$ cat config.mk
export PLATFORM = sky130hd
export DESIGN_NAME = sigma_delta_dac_gen
export DESIGN_NICKNAME = d
export VERILOG_FILES = /design/src/rtl/sigma_delta_dac_gen.sv
export SDC_FILE = /design/constraint.sdc
export NUM_CORES = 1
export LEC_CHECK = 0
export CAP_MARGIN = 20
export CELL_PAD_IN_SITES_DETAIL_PLACEMENT = 1
export CELL_PAD_IN_SITES_GLOBAL_PLACEMENT = 1
export CORE_MARGIN = 5
export CORE_UTILIZATION = 30
export CTS_CLUSTER_SIZE = 14
export DETAILED_ROUTE_END_ITERATION = 10
export PLACE_DENSITY_LB_ADDON = 0.1
export SKIP_LAST_GASP = 1
export SLEW_MARGIN = 5
export SYNTH_ARGS = -nofsm -noshare
export SYNTH_HDL_FRONTEND = slang
export SYNTH_SLANG_ARGS = --single-unit
export TNS_END_PERCENT = 20
$ cat constraint.sdc
create_clock -name i_clk -period 29.2 [get_ports i_clk]
set_clock_uncertainty 0.1 [all_clocks]
set_input_delay 5.84 -clock i_clk [delete_from_list [all_inputs] [get_ports i_clk]]
set_output_delay 5.84 -clock i_clk [all_outputs]
set_load 0.02 [all_outputs]
$ cat src/rtl/sigma_delta_dac_gen.sv
// sigma_delta_dac_gen: run-time 1st/2nd-order sigma-delta DAC with saturating
// integrators, sticky overflow flag, valid/ready sample input and soft-mute ramp.
module sigma_delta_dac_gen #(
  parameter int WIDTH     = 16,
  parameter int GUARD     = 4,
  parameter int RAMP_STEP = 256
) (
  input  logic                    i_clk,
  input  logic                    i_res,
  input  logic                    i_ce,
  input  logic signed [WIDTH-1:0] i_sample,
  input  logic                    i_valid,
  output logic                    o_ready,
  input  logic                    i_order,
  input  logic                    i_mute,
  output logic                    o_dac,
  output logic                    o_muted,
  output logic                    o_ovf
);
  localparam int AW = WIDTH + 1 + GUARD;
  localparam int SW = AW + 2;
  localparam int EW = WIDTH + 2;
  localparam logic signed [EW-1:0] STEP = EW'(RAMP_STEP);
  localparam logic signed [SW-1:0] HALF = SW'(1) <<< (WIDTH - 1);
  localparam logic signed [SW-1:0] AMAX = (SW'(1) <<< (AW - 1)) - SW'(1);
  localparam logic signed [SW-1:0] AMIN = ~AMAX;

  typedef enum logic [1:0] {RUN, MUTING, MUTED, UNMUTING} state_t;

  state_t                  state_q, state_d;
  logic                    ready_q, dac_q, dac_d, order_q, ovf_q, ovf_d, clip1, clip2;
  logic signed [WIDTH-1:0] sample_q, eff_q, eff_d, target, ramp;
  logic signed [EW-1:0]    diff;
  logic signed [AW-1:0]    acc1_q, acc1_d, acc2_q, acc2_d, a1, a2;
  logic signed [SW-1:0]    fb, s1, s2;

  // Ramp one step toward the target without overshoot.
  assign target = i_mute ? '0 : sample_q;
  assign diff   = EW'(target) - EW'(eff_q);
  assign ramp   = diff > STEP  ? WIDTH'(EW'(eff_q) + STEP) :
                  diff < -STEP ? WIDTH'(EW'(eff_q) - STEP) : target;

  always_ff @(posedge i_clk or posedge i_res)
    if (i_res) state_q <= RUN;
    else if (i_ce) state_q <= state_d;

  always_comb begin
    state_d = state_q;
    case (state_q)
      RUN:      state_d = i_mute ? MUTING : RUN;
      MUTING:   state_d = !i_mute ? UNMUTING : ramp == '0 ? MUTED : MUTING;
      MUTED:    state_d = i_mute ? MUTED : UNMUTING;
      UNMUTING: state_d = i_mute ? MUTING : ramp == sample_q ? RUN : UNMUTING;
    endcase
  end

  always_comb begin
    eff_d = state_q == RUN ? sample_q : state_q == MUTED ? '0 : ramp;
  end

  assign o_muted = state_q == MUTED;

  // Sums carry two spare bits so neither stage can wrap before clamping.
  assign fb    = dac_q ? HALF : -HALF;
  assign s1    = SW'(acc1_q) + SW'(eff_d) - fb;
  assign clip1 = s1 > AMAX || s1 < AMIN;
  assign a1    = clip1 ? (s1[SW-1] ? AW'(AMIN) : AW'(AMAX)) : AW'(s1);
  assign s2    = SW'(acc2_q) + SW'(a1) - fb;
  assign clip2 = s2 > AMAX || s2 < AMIN;
  assign a2    = clip2 ? (s2[SW-1] ? AW'(AMIN) : AW'(AMAX)) : AW'(s2);

  // An order change spends its tick flushing both integrators.
  always_comb begin
    acc1_d = '0;
    acc2_d = '0;
    dac_d  = 1'b0;
    ovf_d  = ovf_q;
    if (i_order == order_q) begin
      acc1_d = a1;
      acc2_d = order_q ? a2 : acc2_q;
      dac_d  = order_q ? !a2[AW-1] : !a1[AW-1];
      ovf_d  = ovf_q | clip1 | (order_q & clip2);
    end
  end

  always_ff @(posedge i_clk or posedge i_res)
    if (i_res) begin
      ready_q  <= 1'b0;
      sample_q <= '0;
      eff_q    <= '0;
      acc1_q   <= '0;
      acc2_q   <= '0;
      dac_q    <= 1'b0;
      order_q  <= 1'b0;
      ovf_q    <= 1'b0;
    end else begin
      ready_q <= 1'b1;
      if (i_valid && ready_q) sample_q <= i_sample;
      if (i_ce) begin
        eff_q   <= eff_d;
        acc1_q  <= acc1_d;
        acc2_q  <= acc2_d;
        dac_q   <= dac_d;
        order_q <= i_order;
        ovf_q   <= ovf_d;
      end
    end

  assign o_ready = ready_q;
  assign o_dac   = dac_q;
  assign o_ovf   = ovf_q;
endmodule

==> results.sh <==
export IMPL_syn_area_sq_um=8440
export IMPL_whs_path_depth=2
export IMPL_final_nets=1204
export IMPL_wl_per_cell_um=17.5
export IMPL_root_buffer="clkbuf_16"
export IMPL_synth_top_area_share_pct=23.7
export IMPL_dr_pass1_iters=6
export IMPL_gp_congestion=0.839
export IMPL_port_buffer_count=25
export IMPL_mostFrequentLayoutCell="inv_1"
export IMPL_cp_start_kind="primary input"
export IMPL_ant_nets=0
export IMPL_ctsHoldBuffers=0
export IMPL_yosysWarnings=0
export IMPL_seq_area_frac_synth_pct=23.7
export IMPL_post_place_cells=1449
export IMPL_ys_ff_latch=80
export IMPL_crit_start="i_mute"
export IMPL_die_area_sq_um=31600
export IMPL_async_flop_share_pct=100
export IMPL_die_h_um=178
export IMPL_initialDrtViolationCount=235
export IMPL_r2r_cells=50
export IMPL_max_clock_freq_mhz=52.9
export IMPL_critPathArrivalTime_ns=19.03
export IMPL_synth_edff_count=0
export IMPL_tightest_slew_ns=0.932
export IMPL_cts_buffer_depth=2
export IMPL_r2r_slack_ns=16.27
export IMPL_setup_viol=0
export IMPL_synth_area_per_cell_sq_um=7.80
export IMPL_rsz0062_at_grt="false"
export IMPL_finalHoldViolations=0
export IMPL_cts_tree="done"
export IMPL_pin_count=26
export IMPL_layout_common_cells="149 x inv_1, 108 x nor2_1, 88 x ha_1"
export IMPL_end_kind="flop"
export IMPL_num_vias=7555
export IMPL_cp_max_fo=33
export IMPL_hp_start="acc2_q[20]$_DFFE_PP0P_"
export IMPL_insertion_delay_ns=0.36
export IMPL_status="finished clean"
export IMPL_fill_cells=3433
export IMPL_fin_ws_ns=10.30
export IMPL_drt_total_wl_um=25700
export IMPL_grt_overflow=0
export IMPL_drive_above_1_share_pct=5.79
export IMPL_ys_top_cells_by_area="dfrtp_1 24%, ha_1 13%, inv_1 6.7%, nor2_1 4.8%, a21oi_1 4.3%"
export IMPL_grt_pass1_vias=8042
export IMPL_start_util_pct=30.4
export IMPL_rows=61
export IMPL_drcViolationCount=0
export IMPL_period_share_pct=64.7
export IMPL_cp_required_ns=29.33
export IMPL_dp_hpwl_um=20100
export IMPL_max_slew_margin_pct=37.9
export IMPL_htree_levels=3
export IMPL_hp_class="flop to flop"
export IMPL_cpMaxStageDelayCell="a311o_2"
export IMPL_crit_top_cell="o21ai_0"
export IMPL_cts_setup_buffers=0
export IMPL_stdcell_count=1466
export IMPL_synth_main_ff_cell="dfrtp_1"
export IMPL_syn_nets=1202
export IMPL_grt_pass1_wl_um=42800
export IMPL_setup_tns_ns=0
export IMPL_vias_per_cell=5.15
export IMPL_cts_buffers_inserted=9
export IMPL_synth_top_area_cell="dfrtp_1"
export IMPL_synthCells=1081
export IMPL_clock_sinks=80
export IMPL_period_needed_ns=18.90
export IMPL_pre_cts_ws_ns=9.98
export IMPL_reg2reg_from="sample_q[0]$_DFFE_PP0P_"
export IMPL_path_class="primary input to flop"
export IMPL_grtUsageTotal_pct=16.8
export IMPL_rr_endpoint="o_ovf$_DFFE_PP0P_"
export IMPL_min_to="acc2_q[20]$_DFFE_PP0P_"
export IMPL_max_cap_violations=0
export IMPL_antenna_found_initial=0
export IMPL_coreArea_sq_um=27800
export IMPL_clk_pin_slew_worst_paths_ns=0.07
export IMPL_die_w_um=178
export IMPL_crit_path_max_incr_delay_ns=0.58
export IMPL_area_delta_synth_final_pct=10.8
export IMPL_diodes=0
export IMPL_cts_resized=0
export IMPL_ys_types=83
export IMPL_finalMaxSlewViolations=0
export IMPL_grt_max_degree=51
==> layout make-up <==
class                      count  area, sq um  share of cell area, %
tap                          378          473                   5.06
inverter                     151          568                   6.08
clock buffer                   9          225                   2.41
multi-input combinational    811         5700                   61.0
clock inverter                 7         77.6                  0.830
timing repair buffer          30          303                   3.24
sequential                    80         2000                   21.4
==> cells in the mapped netlist, drive strengths merged, types with 9 or more instances <==
cell type,instances
mux2,21
nor3,15
o22ai,23
a211oi,9
a21boi,9
nor4,13
a21o,21
o21ai,73
nand2b,20
ha,88
nand2,76
nand4,16
inv,151
o21a,14
dfrtp,80
nand3,15
nor2b,20
xor2,9
buf,11
a22oi,12
fa,11
nor2,108
xnor2,29
clkbuf,28
a21oi,73
==> cells by family after synthesis <==
group	Yosys count	synth area share (%)
XOR/XNOR	38	3.94
adder cells (fa/ha/maj)	100	15.8
buffers and inverters	190	8.79
flip-flops	80	23.7
other	1	0.0444
AND/OR/NAND/NOR	331	19.2
AO/OA/AOI/OAI	317	25.3
multiplexers	24	3.20
==> how the worst max path moves through the flow <==
stage,endpoint,slack [ns],cells past startpoint
after global routing,o_ovf$_DFFE_PP0P_,9.23,53
after floorplan,o_ovf$_DFFE_PP0P_,11.80,55
final,o_ovf$_DFFE_PP0P_,10.30,53
after detailed placement,o_ovf$_DFFE_PP0P_,9.98,53
after global placement,o_ovf$_DFFE_PP0P_,10.45,53
after CTS,o_ovf$_DFFE_PP0P_,10.26,53
==> per-layer routing <==
layer / global-route usage (%) / share of wire, % / wire, um
met1: 22.2 / 48 / 12400
met2: 29.3 / 48 / 12300
met3: 1.62 / 1.8 / 451
met4: 4.48 / 1.7 / 442
met5: 0 / 0 / 0
==> critical path, delay by kind of cell <==
family	cells	cell delay, ns
AO/OA/AOI/OAI	31	7.75
AND/OR/NAND/NOR	8	2.03
adder cells (fa/ha/maj)	6	1.70
buffers and inverters	7	1.30
multiplexers	1	0.37
==> per-stage QoR <==
step                      hold WS, ns  utilization [%]  instance area, sq um
after floorplan                 0.349                -                  8440
after global placement          0.363             32.5                  9020
after detailed placement        0.370             32.5                  9020
after CTS                       0.388             33.5                  9320
after global routing            0.412             33.6                  9350
final                           0.383             33.6                  9350
==> flip-flops by register name, indices dropped and copies added (netlist names) <==
signal / count
acc1_q: 21
sample_q: 16
eff_q: 16
o_dac: 1
acc2_q: 21
o_ready: 1
state_q: 2
order_q: 1
o_ovf: 1
Power is not shown: default switching activity piles up to over one toggle a cycle in this logic, so the estimate is an artifact.
